--- config.mk ---
export PLATFORM = sky130hd
export DESIGN_NAME = passcode_ctrl
export DESIGN_NICKNAME = d
export VERILOG_FILES = /design/src/rtl/passcode_ctrl.sv
export SDC_FILE = /design/constraint.sdc
export NUM_CORES = 1
export LEC_CHECK = 0
export CORE_MARGIN = 1.5
export CORE_UTILIZATION = 52
export CTS_CLUSTER_SIZE = 20
export DETAILED_ROUTE_END_ITERATION = 10
export GPL_TIMING_DRIVEN = 0
export HOLD_SLACK_MARGIN = 0.12
export PLACE_DENSITY = 0.79
export SLEW_MARGIN = 10
export SYNTH_ARGS = -nofsm -noshare
export SYNTH_HDL_FRONTEND = slang
export SYNTH_SLANG_ARGS = --single-unit
export TNS_END_PERCENT = 30
--- constraint.sdc ---
create_clock -name clk -period 2 [get_ports clk]
set_input_delay 0.3 -clock clk [delete_from_list [all_inputs] [get_ports clk]]
set_output_delay 0.3 -clock clk [all_outputs]
set_load 0.03 [all_outputs]
--- src/rtl/passcode_ctrl.sv ---
// Three-digit keypad passcode sequencer: gathers three digits, then either pulses unlock or
// counts a failure, entering a timed lockout after MAX_TRIES consecutive failures.
module passcode_ctrl #(
    parameter logic [3:0]  CODE0          = 4'hC,
    parameter logic [3:0]  CODE1          = 4'hC,
    parameter logic [3:0]  CODE2          = 4'hD,
    parameter int unsigned MAX_TRIES      = 3,
    parameter int unsigned OPEN_CYCLES    = 8,
    parameter int unsigned LOCK_CYCLES    = 16,
    parameter int unsigned TIMEOUT_CYCLES = 32
) (
    input  logic       clk,
    input  logic       clr,
    input  logic [3:0] din,
    input  logic       din_valid,
    input  logic       cancel,
    output logic       unlock,
    output logic       locked,
    output logic       err,
    output logic [2:0] fails,
    output logic [2:0] prs_state
);

    localparam int unsigned MAX_OL =
        (OPEN_CYCLES > LOCK_CYCLES) ? OPEN_CYCLES : LOCK_CYCLES;
    localparam int unsigned MAX_DWELL =
        (MAX_OL > TIMEOUT_CYCLES) ? MAX_OL : TIMEOUT_CYCLES;
    localparam int unsigned CNT_W = (MAX_DWELL > 2) ? $clog2(MAX_DWELL) : 1;

    // The dwell counter is loaded with N-1 so that the exit edge is the N-th one after entry.
    localparam logic [CNT_W-1:0] OPEN_LOAD = CNT_W'(OPEN_CYCLES - 1);
    localparam logic [CNT_W-1:0] LOCK_LOAD = CNT_W'(LOCK_CYCLES - 1);
    localparam logic [CNT_W-1:0] TO_LOAD   = CNT_W'(TIMEOUT_CYCLES - 1);
    localparam logic [3:0]       MAX_T     = 4'(MAX_TRIES);

    typedef enum logic [2:0] {
        StIdle = 3'd0,
        StGot1 = 3'd1,
        StGot2 = 3'd2,
        StOpen = 3'd3,
        StFail = 3'd4,
        StLock = 3'd5
    } state_e;

    state_e           state_q, state_d;
    logic [2:0]       fails_q, fails_d;
    logic             mismatch_q, mismatch_d;
    logic [CNT_W-1:0] cnt_q, cnt_d;
    logic             err_q, err_d;
    logic [3:0]       fails_inc;
    logic             final_bad;

    assign fails_inc = {1'b0, fails_q} + 4'd1;
    assign final_bad = mismatch_q | (din != CODE2);

    always_comb begin
        state_d    = state_q;
        fails_d    = fails_q;
        mismatch_d = mismatch_q;
        cnt_d      = cnt_q;
        err_d      = 1'b0;

        unique case (state_q)
            StIdle: begin
                if (din_valid) begin
                    state_d    = StGot1;
                    mismatch_d = (din != CODE0);
                    cnt_d      = TO_LOAD;
                end
            end

            StGot1: begin
                if (cancel) begin
                    state_d    = StIdle;
                    mismatch_d = 1'b0;
                end else if (din_valid) begin
                    state_d    = StGot2;
                    mismatch_d = mismatch_q | (din != CODE1);
                    cnt_d      = TO_LOAD;
                end else if (cnt_q == '0) begin
                    state_d    = StIdle;
                    mismatch_d = 1'b0;
                end else begin
                    cnt_d = cnt_q - CNT_W'(1);
                end
            end

            StGot2: begin
                if (cancel) begin
                    state_d    = StIdle;
                    mismatch_d = 1'b0;
                end else if (din_valid) begin
                    mismatch_d = 1'b0;
                    if (!final_bad) begin
                        state_d = StOpen;
                        fails_d = 3'd0;
                        cnt_d   = OPEN_LOAD;
                    end else if (fails_inc >= MAX_T) begin
                        // Saturate: fails never exceeds MAX_TRIES.
                        state_d = StLock;
                        fails_d = MAX_T[2:0];
                        err_d   = 1'b1;
                        cnt_d   = LOCK_LOAD;
                    end else begin
                        state_d = StFail;
                        fails_d = fails_inc[2:0];
                        err_d   = 1'b1;
                    end
                end else if (cnt_q == '0) begin
                    state_d    = StIdle;
                    mismatch_d = 1'b0;
                end else begin
                    cnt_d = cnt_q - CNT_W'(1);
                end
            end

            StOpen: begin
                if (cnt_q == '0) begin
                    state_d = StIdle;
                end else begin
                    cnt_d = cnt_q - CNT_W'(1);
                end
            end

            StFail: begin
                state_d = StIdle;
            end

            StLock: begin
                if (cnt_q == '0) begin
                    state_d = StIdle;
                    fails_d = 3'd0;
                end else begin
                    cnt_d = cnt_q - CNT_W'(1);
                end
            end

            default: begin
                state_d    = StIdle;
                mismatch_d = 1'b0;
                cnt_d      = '0;
            end
        endcase
    end

    always_ff @(posedge clk) begin
        if (clr) begin
            state_q    <= StIdle;
            fails_q    <= 3'd0;
            mismatch_q <= 1'b0;
            cnt_q      <= '0;
            err_q      <= 1'b0;
        end else begin
            state_q    <= state_d;
            fails_q    <= fails_d;
            mismatch_q <= mismatch_d;
            cnt_q      <= cnt_d;
            err_q      <= err_d;
        end
    end

    assign unlock    = (state_q == StOpen);
    assign locked    = (state_q == StLock);
    assign err       = err_q;
    assign fails     = fails_q;
    assign prs_state = state_q;

endmodule
* After elaboration in Yosys (flattened, before gate mapping)
Index checks and enable logic that the tools add are counted.
** Storage, ports and cells
- Input port bits :: 8
- Logic and storage cells :: 68
- Output and inout port bits :: 9
- Flip-flop bits (word level) :: 13
** Operators by class
- Magnitude comparators :: 1
- Reduce and logical (&&, ||, !) cells :: 9
- Mux-type cells :: 32
- Bitwise gates (word level) :: 6
- $add $sub $neg :: 2
- Eq/ne operators :: 13
** Operators by type and width (count)
- $mux 5 :: 8
- $mux 3 :: 12
- $pmux 5 s5 :: 1
- $ne 4x4->1 const B :: 3
- $pmux 3 s4 :: 1
- $mux 1 :: 8
- $ne 2x2->1 const B :: 4
- $eq 3x2->1 const B :: 2
- $eq 3x3->1 const B :: 2
- $pmux 3 s2 :: 1
- $logic_not 5->1 :: 1
- $reduce_and 5->1 :: 1
- $sub 5x1->5 const B :: 1
- $add 3x1->4 const B :: 1
- $ge 4x2->1 const B :: 1
- $not 1->1 :: 4
- $pmux 1 s4 :: 1
- $reduce_and 4->1 :: 1
- $reduce_or 4->1 :: 1
- $eq 3x1->1 const B :: 1
- $logic_not 3->1 :: 1
- $reduce_or 3->1 :: 1
- $ne 2x1->1 const B :: 1
- $or 1x1->1 :: 2
- other kinds (3) :: 3

* Depth between registers and ports, before layout
Gate-level depths: netlist (run 1).
- Word-level depth :: 7
- Depth in mapped cells :: 7
- Gate-level depth less buffers :: 7

* Least setup slack after synthesis (run 1)
Ideal clock, no wire load.
- Kind :: reg2reg
- From :: register fails_q[0], in the netlist fails[0]
- To :: register cnt_q[2]
- Library setup time :: 0.116 ns
- Period minus slack after synthesis :: 1.873 ns
- Path buffers :: 0
- Stages on the path, launching flop included :: 7
- Arrival time :: 1.757 ns
- Slack :: 0.127 ns
- Required time :: 1.884 ns
- Path through :: dfxtp_1 > ha_1 > a21boi_1 > a21oi_1 > o31ai_1 > a211oi_1 > a31o_1
** Between the ends
- Cells in the longest elaborated chain, start to end :: 4
** Ends and longest elaborated chain
- start, declared :: line 46 : logic [2:0] fails_q, fails_d;
- start signal, assigned :: line 155 : fails_q <= fails_d;
- $add 3x1->4 :: line 53 : assign fails_inc = {1'b0, fails_q} + 4'd1;
- $ge 4x2->1 :: line 98 : end else if (fails_inc >= MAX_T) begin
- $ne 4x4->1 (no line)
- $reduce_and 5->1 (no line)
- end signal, assigned :: line 157 : cnt_q <= cnt_d;
- end, declared :: line 48 : logic [CNT_W-1:0] cnt_q, cnt_d;
Every way passes these cells.
A chain may end at the register's enable or synchronous reset.

* Final worst setup path (run 1)
- From :: register state_q[1], in the netlist prs_state[1]
- To :: output port unlock
** Between the ends
- Cells in the longest elaborated chain, start to end :: 1
** Ends and longest elaborated chain
- start, declared :: line 45 : state_e state_q, state_d;
- start signal, assigned :: line 148 : state_q <= StIdle;
- start signal, assigned :: line 154 : state_q <= state_d;
- $eq 3x2->1 :: line 162 : assign unlock = (state_q == StOpen);
- end, declared :: line 17 : output logic unlock,
Every way passes these cells.

==> results by group, run 1 <==
Floorplan
  • Core area: roughly 0.0018 mm2
  • Row count: 15
  • Die H: 46.77 um
  • Die area: approximately 0.0022 mm2
  • Initial Util: 0.5645
  • Io pins: 17
  • Die X-Extent: approximately 47 um

Outcome
  • Status: finished clean

Detailed routing
  • Post-route DRC: 0
  • Vias: about 1100
  • Drt first pass iters: 4
  • Vias/cell: around 6.3
  • WL final: 2.622 mm
  • DR iter-0 viols: 63
  • Routed len/inst: around 15 um
  • Post-DRT Antenna Nets: 0

Clock tree
  • Clock latency on the worst-skew pair: roughly 280 ps
  • CTS tree: done
  • Worst-path clk slew: 80 ps
  • TritonCTS Sinks: 13
  • # H-tree levels: 1
  • Setup bufs post-CTS: 0
  • Root Buffer: clkbuf_4
  • # hold bufs at CTS: 0
  • Post-CTS Resized: 3
  • CTS buffer count: 3
  • Clk buf depth: 2

Power and ir drop
  • Pleak: between 0.4 and 0.5 nW
  • Total Power: a little under 700 uW
  • Power Dens Cells: 559.4 mW/mm2
  • Worst vdd rail ir drop: 0.4151 mV

Critical path
  • WP data arrival: between 1500 and 2000 ps
  • CP peak stage delay: 460 ps
  • Crit path launch type: flop
  • CP required: 1700 ps
  • Worst Path Max Fanout: 10
  • CP Cell Sequence: buf_4 > nand2_1 > nor2_1 > dlygate4sd2_1
  • Crit path max-delay cell type: dfxtp_1
  • Critical path class: flop to output pin
  • Crit. End Element: output pin

STA
  • Final hold violation count: 0
  • Final Cycle Share: 0.9408
  • Worst-case clock skew: around 3.8 ps
  • Slew headroom: 0.6533
  • Final Critical Period: 1882 ps
  • Final Slew Violations: 0
  • RSZ-0062 raised after global routing: no
  • Setup ws final: 118.3 ps
  • Slew at the pin closest to its max-slew limit: ~520 ps
  • WHS: approximately 510 ps
  • Final Setup Violations: 0
  • Max Clk Rate: 531.4 MHz

Placement
  • # port buffers: 16
  • DP HPWL: a little under 2 mm
  • Routability cong.: about 0.9
  • DP Worst Slack: -113.2 ps
  • DP Area: around 0.0012 mm2

Synth
  • Yosys cell types: 44
  • Post-Syn Area: about 1000 um2
  • Simple-Gate Fraction of Synth Area: 0.2575
  • Mean Syn Cell Area: between 7 and 8 um2
  • Synth Net Count: 144
  • Dominant synthesized flop cell: dfxtp_1
  • Ys async rst share: 0
  • Synthesized instance count: ~130
  • Cell taking the most area after synthesis: dfxtp_1
  • Ys Warns: 0
  • Synth Area in Adders: 0.03769
  • Post-synthesis register bit count: 13
  • Synth Area in XOR/XNOR: 0.008794
  • Synth top area share: 0.2613
  • Main area contributors after synthesis: dfxtp_1 (26%), a21oi_1 (7.0%), nor2_1 (5.7%)
  • Mux contribution to synthesized area: 0
  • Register area share after synthesis: 0.2613
  • Post-synth EDFFs: 0
  • Compound-Gate Fraction of Synth Area: 0.3719
  • Largest family of logic cells by synthesized area: compound AO/OA/AOI/OAI gates

Finish
  • Layout cells sized above 1: 0.1046
  • ANT cells: 0
  • P&R area growth vs syn: 22.24%
  • Register area: 260.3 um2
  • Multi-input logic area: a little under 700 um2
  • Design area: 0.001217 mm2
  • # nets final: about 170
  • Final Util: 0.6901
  • Fillers: around 170

Global route
  • Vias in the first global route: ~950
  • Total gr overflow: 0
  • GRT Overall Usage: 0.2762
  • Initial antenna violation count: 0
  • Largest net degree at the start of global routing: 11
  • First-pass GRT wire length: around 4.3 mm

Worst hold path
  • Hold crit path type: flop to flop

Flow run
  • Max-cap viol count: 0
-- where the power goes --
group          switching, mW  total, mW  internal [mW]  leakage (nW)
Clock                 0.0919      0.169         0.0775        0.0150
Combinational          0.114      0.209         0.0949         0.314
Sequential            0.0257      0.303          0.277         0.107
Total                  0.232      0.681          0.449         0.436
-- stage by stage --
stage | setup TNS (ps) | instances
2_1_floorplan | 0 | 133
3_3_place_gp | -125.8 | 174
3_5_place_dp | -135.4 | 174
4_1_cts | 0 | 178
5_1_grt | 0 | 178
6_report | 0 | 178
-- metal layers --
metal  track usage  share of wire  up-vias
met3       0.05000          0.064        9
met1        0.3709           0.45      517
li1              -              -      540
met4        0.1111          0.021        0
met2        0.4384           0.46       53
met5             0              0        -
-- path summary, 6_finish.rpt --
kind                      from        to  slack, ps  depth (start not counted)
setup / recovery  prs_state[1]    unlock        120                          4
hold / removal        cnt_q[1]  cnt_q[1]        510                          2
setup reg to reg      cnt_q[0]  cnt_q[2]        200                          7
hold reg to reg       cnt_q[1]  cnt_q[1]        510                          2
-- registers in the layout, summed over array words and instances (netlist names) --
name and cells:
prs_state 3, cnt_q 5, mismatch_q 1, fails 3
err 1
-- final cells by class --
class	count	share of cell area
buffer	6	0.02467
sequential	13	0.2138
inverter	9	0.02775
tap	25	0.02569
clock buffer	4	0.02158
multi-input combinational	105	0.5601
timing repair buffer	16	0.1264
-- cell families (layout without fill, tap and decap cells) --
group / after synthesis / count (layout)
AO/OA/AOI/OAI: 54 / 54
XOR/XNOR: 1 / 1
adder cells (fa/ha/maj): 3 / 3
buffers and inverters: 15 / 35
flip-flops: 13 / 13
AND/OR/NAND/NOR: 47 / 47
-- critical path: cells and delay by family (launching register included) --
kind                   cells  cell delay, ps
buffers and inverters      2             630
flip-flops                 1             460
AND/OR/NAND/NOR            2             220
-- cell usage in the layout (no fill, tap or decap), types with 2 or more instances in the layout --
master	instances
nor2_1	15
clkdlybuf4s50_1	14
a21oi_1	13
dfxtp_1	13
o21ai_1	8
inv_1	7
nand2_1	7
nor3_1	5
nand2b_1	4
nand3_1	4
buf_2	3
nor2b_1	3
o21ai_0	3
clkbuf_1	3
o21a_1	3
o211ai_1	3
ha_1	3
clkbuf_4	3
o32a_1	2
a21boi_1	2
nor4_1	2
a21o_1	2
o2111ai_1	2
a31o_1	2
a211oi_1	2
o22ai_1	2
-- synthesized netlist by cell type, types with 2 or more instances --
| library cell | count |
|---|---|
| nor2_1 | 15 |
| a21oi_1 | 14 |
| dfxtp_1 | 13 |
| o21ai_1 | 8 |
| inv_1 | 7 |
| nand2_1 | 7 |
| nor3_1 | 5 |
| nand2b_1 | 4 |
| nand3_1 | 4 |
| ha_1 | 3 |
| nor2b_1 | 3 |
| o211ai_1 | 3 |
| o21a_1 | 3 |
| o21ai_0 | 3 |
| a211oi_1 | 2 |
| a21boi_1 | 2 |
| a21o_1 | 2 |
| a31o_1 | 2 |
| buf_2 | 2 |
| clkbuf_1 | 2 |
| nor4_1 | 2 |
| o2111ai_1 | 2 |
| o22ai_1 | 2 |
| o31ai_1 | 2 |
| o32a_1 | 2 |
(Power assumes the default switching activity.)
==> run 2, diff against run 1 <==
- SKIP_CTS_REPAIR_TIMING: not set -> 1
==> run 2 against run 1 <==
Compared with the run above:
- critical path depth unchanged
- global-route usage unchanged
- power barely moved
- first-iteration DRC count stayed put
- design area is 0.92% higher
- maximum frequency grew 1.8%
- register-to-register slack about the same
- sequential cell count unchanged
- hold slack about the same
- critical path type unchanged
- largest cell class unchanged
- highest routed layer unchanged
==> results by group, run 2 (synthesized netlist as in run 1, its figures left out) <==
Finish
  • Max reg flops: 5 (unchanged)
  • Fillers: 171 (-0.58%)
  • P&R area growth vs syn: 23.37%
  • Layout cells sized above 1: 0.09804 (-0.006536)
  • Design area: 0.001229 mm2 (+0.92%)
  • Commonest non-fill, non-tap cell in the layout: nor2_1
  • Register area: 260.3 um2 (unchanged)
  • # nets final: 165 (unchanged)
  • Most frequent cells in the layout: nor2_1 (15), clkdlybuf4s50_1 (14), a21oi_1 (13), dfxtp_1 (13), o21ai_1 (8)
  • Most flop-heavy register: cnt_q
  • ANT cells: 0 (unchanged)
  • Multi-input logic area: 681.9 um2 (unchanged)

Critical path
  • Crit. End Element: output pin
  • Crit path launch type: flop
  • Crit Reg-Reg Startpoint: fails[0]
  • WP buf/inv: 3 (+1)
  • CP required: 1700 ps (about the same)
  • CP Cell Sequence: buf_2 > clkinv_1 > nor2_1 > dlymetal6s2s_1
  • Critical path launch point: prs_state[2]
  • CP delay by family, top: buffers and inverters
  • Crit path max-delay cell type: dfxtp_1
  • Critical path class: flop to output pin
  • Worst Path Max Fanout: 10 (unchanged)
  • WP data arrival: 1550 ps (-30 ps)
  • CP peak stage delay: 330 ps (-130 ps)

STA
  • Setup ws final: 152.4 ps (+34.08 ps)
  • Final Slew Violations: 0 (unchanged)
  • Final Critical Period: 1848 ps (-34.08 ps)
  • Max Clk Rate: 541.2 MHz (+1.8%)
  • Final Cycle Share: 0.9238 (-0.01704)
  • RSZ-0062 raised after global routing: no
  • Slew at the pin closest to its max-slew limit: 512.3 ps (-5.514 ps)
  • Slew headroom: 0.6570 (+0.003692)
  • Final hold violation count: 0 (unchanged)
  • Setup TNS: 0 ps (unchanged)
  • Worst-case clock skew: 5.414 ps (+1.640 ps)
  • Final Setup Violations: 0 (unchanged)

Power and ir drop
  • Pleak: 0.4665 nW (+7.0%)
  • Int Power: 449.4 uW (about the same)
  • Switching power: 232.1 uW (+0.20%)
  • Switching share of power: 0.3406 (+0.0004671)
  • Gate power share: 0.306 (about the same)
  • Total Power: 681.5 uW (about the same)
  • Worst vdd rail ir drop: 0.4176 mV (+0.60%)
  • Power Dens Cells: 554.7 mW/mm2 (-0.85%)
  • Clock power share: 0.250 (about the same)
  • Seq pwr share: 0.444 (about the same)

Clock tree
  • TritonCTS Sinks: 13 (unchanged)
  • CTS tree: done
  • Worst-path clk slew: 90 ps (about the same)
  • Root Buffer: clkbuf_4
  • Clk buf depth: 2 (unchanged)
  • CTS buffer count: 3 (unchanged)
  • # H-tree levels: 1 (unchanged)
  • Clock latency on the worst-skew pair: 280 ps (about the same)

Detailed routing
  • WL final: 2.632 mm (+0.38%)
  • Vias/cell: 6.225 (-0.98%)
  • DR iter-0 viols: 63 (unchanged)
  • Drt first pass iters: 4 (unchanged)
  • Vias: 1108 (-0.98%)
  • Post-DRT Antenna Nets: 0 (unchanged)
  • Routed len/inst: 14.79 um (+0.38%)
  • Post-route DRC: 0 (unchanged)

Floorplan
  • Initial Util: 0.5645 (unchanged)
  • Core area: 0.001764 mm2 (unchanged)
  • Die area: 0.002187 mm2 (unchanged)
  • Die X-Extent: 46.77 um (unchanged)
  • Io pins: 17 (unchanged)
  • Row count: 15 (unchanged)
  • Die H: 46.77 um (unchanged)

Global route
  • Total gr overflow: 0 (unchanged)
  • First-pass GRT wire length: 4.312 mm (unchanged)
  • Initial antenna violation count: 0 (unchanged)
  • GRT Overall Usage: 0.2762 (unchanged)
  • Largest net degree at the start of global routing: 11 (unchanged)
  • Vias in the first global route: 951 (unchanged)

Flow run
  • Max-cap viol count: 0 (unchanged)

Placement
  • DP Worst Slack: -113.2 ps (unchanged)
  • # port buffers: 16 (unchanged)
  • Routability cong.: 0.9001 (unchanged)
  • DP Area: 0.001187 mm2 (unchanged)
  • DP HPWL: 1.924 mm (unchanged)

Worst hold path
  • Hold crit path type: flop to flop
  • HP Start: cnt_q[1]

Outcome
  • Status: finished clean
## run 2: cell count changes in the layout (fill, tap and decap cells not counted), sizes merged
cell	previous run	this run
dlygate4sd2	1	0
buf	4	3
dlymetal6s2s	0	2
## run 2: metal layers
metal	track usage	vias to the layer above	routed length, um
met5	0	-	0
met4	0.1111	0	48
met3	0.05000	7	171
met2	0.4384	53	1232
met1	0.3709	506	1180
li1	-	542	-
## run 2: final timing paths
| path | cells past startpoint | endpoint | slack [ps] |
|---|---|---|---|
| hold reg to reg | 2 | cnt_q[1] | 510 |
| setup / recovery | 4 | locked | 150 |
| setup reg to reg | 6 | cnt_q[2] | 190 |
| hold / removal | 2 | cnt_q[1] | 510 |
## run 2: per-stage QoR
step | hold slack (ps) | util | instances
2_1_floorplan | 470.5 | - | 133
3_3_place_gp | 484.7 | 0.6731 | 174
3_5_place_dp | 501.0 | 0.6731 | 174
4_1_cts | 513.7 | 0.6879 | 178
5_1_grt | 530.9 | 0.6965 | 178
6_report | 512.2 | 0.6965 | 178
## run 2: worst register-to-register path, cell delays in order, from the launching register on
cell and delay, ps:
dfxtp_1 420, ha_1 190, a21boi_1 220, a21oi_2 130, o31ai_2 410, a211oi_1 140
a31o_1 210
## run 2: power groups by stage
stage               registers, mW  clock network [mW]  logic (mW)
floorplan                   0.308                   0       0.146
global placement            0.307                   0       0.200
detailed placement          0.308                   0       0.203
CTS                         0.302               0.166       0.205
global route                0.305               0.185       0.227
finish                      0.303               0.170       0.208
## run 2: cell type report
class / instances / share of cell area
tap: 25 / 0.02546
multi-input combinational: 105 / 0.5550
buffer: 6 / 0.02444
timing repair buffer: 16 / 0.1344
clock buffer: 4 / 0.02138
sequential: 13 / 0.2118
inverter: 9 / 0.02749
==> run 3, diff against run 2 <==
- SETUP_SLACK_MARGIN: not set -> 0.1
==> run 3 against run 2 <==
Compared with the run above:
- largest cell class unchanged
- sequential cell count unchanged
- sequential power about the same
- combinational power about the same
- clock-buffer cell count unchanged
- clock power about the same
- global-route usage unchanged
- hold slack about the same
- die area unchanged
- critical endpoint is now cnt_q[2]
- largest power group unchanged
- clock skew down 1.9 ps
==> results by group, run 3 (synthesized netlist as in run 1, its figures left out) <==
Floorplan
  • Die H: 46.77 um (unchanged)
  • Io pins: 17 (unchanged)
  • Die X-Extent: 46.77 um (unchanged)
  • Core area: 0.001764 mm2 (unchanged)
  • Row count: 15 (unchanged)
  • Die area: 0.002187 mm2 (unchanged)
  • Initial Util: 0.5645 (unchanged)

Detailed routing
  • DR iter-0 viols: 63 (unchanged)
  • Vias/cell: 6.292 (+1.1%)
  • Post-DRT Antenna Nets: 0 (unchanged)
  • WL final: 2.632 mm (unchanged)
  • Drt first pass iters: 4 (unchanged)
  • Met3 WL: 193 um (+13%)
  • Post-route DRC: 0 (unchanged)
  • Routed len/inst: 14.79 um (unchanged)
  • Vias: 1120 (+1.1%)
  • Metal-1 WL: 1.148 mm (-2.7%)
  • Top routing layer in use: met4
  • Met2 wire length: 1.241 mm (+0.73%)

Critical path
  • CP peak stage delay: 520 ps (+190 ps)
  • Crit path launch type: flop
  • CP required: 2190 ps (+490 ps)
  • Critical path class: flop to flop
  • WP data arrival: 1980 ps (+430 ps)
  • CP Cell Sequence: inv_1 > ha_1 > or4b_4 > o21ai_2 > o32a_1 > a211oi_1 > a31o_1
  • Crit path max-delay cell type: or4b_4
  • Worst Path Max Fanout: 5 (-5)
  • Crit. End Element: flop

STA
  • Final Slew Violations: 0 (unchanged)
  • Slew at the pin closest to its max-slew limit: 518.2 ps (+5.921 ps)
  • RSZ-0062 raised after global routing: yes
  • Final Cycle Share: 0.8954 (-0.02838)
  • Slew headroom: 0.6531 (-0.003964)
  • Final Setup Violations: 0 (unchanged)
  • Final Critical Period: 1791 ps (-56.76 ps)
  • Final hold violation count: 0 (unchanged)
  • Max Clk Rate: 558.4 MHz (+3.2%)
  • WHS: 512.2 ps (+0.05300 ps)
  • Worst-case clock skew: 3.481 ps (-1.933 ps)

Finish
  • Layout cells sized above 1: 0.1046 (+0.006536)
  • Multi-input logic area: 681.9 um2 (unchanged)
  • Commonest non-fill, non-tap cell in the layout: nor2_1
  • ANT cells: 0 (unchanged)
  • Fillers: 171 (unchanged)
  • Most frequent cells in the layout: nor2_1 (15), clkdlybuf4s50_1 (14), a21oi_1 (13), dfxtp_1 (13), o21ai_1 (8)
  • Most flop-heavy register: cnt_q
  • Final Util: 0.6922 (-0.004255)
  • Fin cells: 178 (unchanged)
  • # nets final: 165 (unchanged)
  • Max reg flops: 5 (unchanged)
  • Register area: 260.3 um2 (unchanged)
  • P&R area growth vs syn: 22.61%

Clock tree
  • Clock latency on the worst-skew pair: 280 ps (about the same)
  • CTS tree: done
  • Root Buffer: clkbuf_4
  • Worst-path clk slew: 80 ps (about the same)
  • CTS buffer count: 3 (unchanged)
  • # H-tree levels: 1 (unchanged)
  • Clk buf depth: 2 (unchanged)
  • TritonCTS Sinks: 13 (unchanged)

Global route
  • First-pass GRT wire length: 4.312 mm (unchanged)
  • GRT Overall Usage: 0.2762 (unchanged)
  • Total gr overflow: 0 (unchanged)
  • Vias in the first global route: 951 (unchanged)
  • Initial antenna violation count: 0 (unchanged)
  • Largest net degree at the start of global routing: 11 (unchanged)

Placement
  • Placed cell count: 174 (unchanged)
  • Routability cong.: 0.9001 (unchanged)
  • # port buffers: 16 (unchanged)
  • DP HPWL: 1.924 mm (unchanged)

Worst hold path
  • Hold crit path type: flop to flop

Power and ir drop
  • Pleak: 0.4490 nW (-3.8%)
  • Worst vdd rail ir drop: 0.4158 mV (-0.41%)
  • Power Dens Cells: 558.6 mW/mm2 (+0.71%)

Flow run
  • Max-cap viol count: 0 (unchanged)

Outcome
  • Status: finished clean
==> run 3: critical path: cells and delay by family, from the launching register on <==
family                   cells  cell delay [ps]
adder cells (fa/ha/maj)      1              220
AO/OA/AOI/OAI                4              530
AND/OR/NAND/NOR              1              520
buffers and inverters        1               70
flip-flops                   1              360
==> run 3: per-layer routing <==
metal,up-vias,GRT usage
li1,543,-
met1,515,0.3709
met2,55,0.4384
met3,7,0.05000
met4,0,0.1111
met5,-,0
==> run 3: area by class of cell <==
| type | count | share of cell area |
|---|---|---|
| sequential | 13 | 0.2131 |
| timing repair buffer | 16 | 0.1291 |
| clock buffer | 4 | 0.02152 |
| buffer | 6 | 0.02459 |
| tap | 25 | 0.02561 |
| multi-input combinational | 105 | 0.5584 |
| inverter | 9 | 0.02766 |
==> run 3: metrics by stage <==
step	setup TNS (ps)	setup WS (ps)	area [um2]	total power [mW]
floorplan	0	127.0	996.0	0.4538
global placement	-125.8	-115.9	1187	0.5071
detailed placement	-135.4	-113.2	1187	0.5112
CTS	-411.2	-216.1	1214	0.6734
global route	0	33.13	1221	0.7175
finish	0	209.2	1221	0.6822
==> run 3: worst paths after layout <==
check | startpoint | end | slack, ps | cells after the start
max reg2reg | cnt_q[0] | cnt_q[2] | 210 | 7
min reg2reg | cnt_q[1] | cnt_q[1] | 510 | 2
max | cnt_q[0] | cnt_q[2] | 210 | 7
min | cnt_q[1] | cnt_q[1] | 510 | 2
==> run 3: where the power goes <==
group	leakage, nW	internal (mW)	switching [mW]
combinational	0.327	0.0949	0.114
clock	0.0150	0.0776	0.0936
sequential	0.107	0.277	0.0255
total	0.449	0.450	0.233
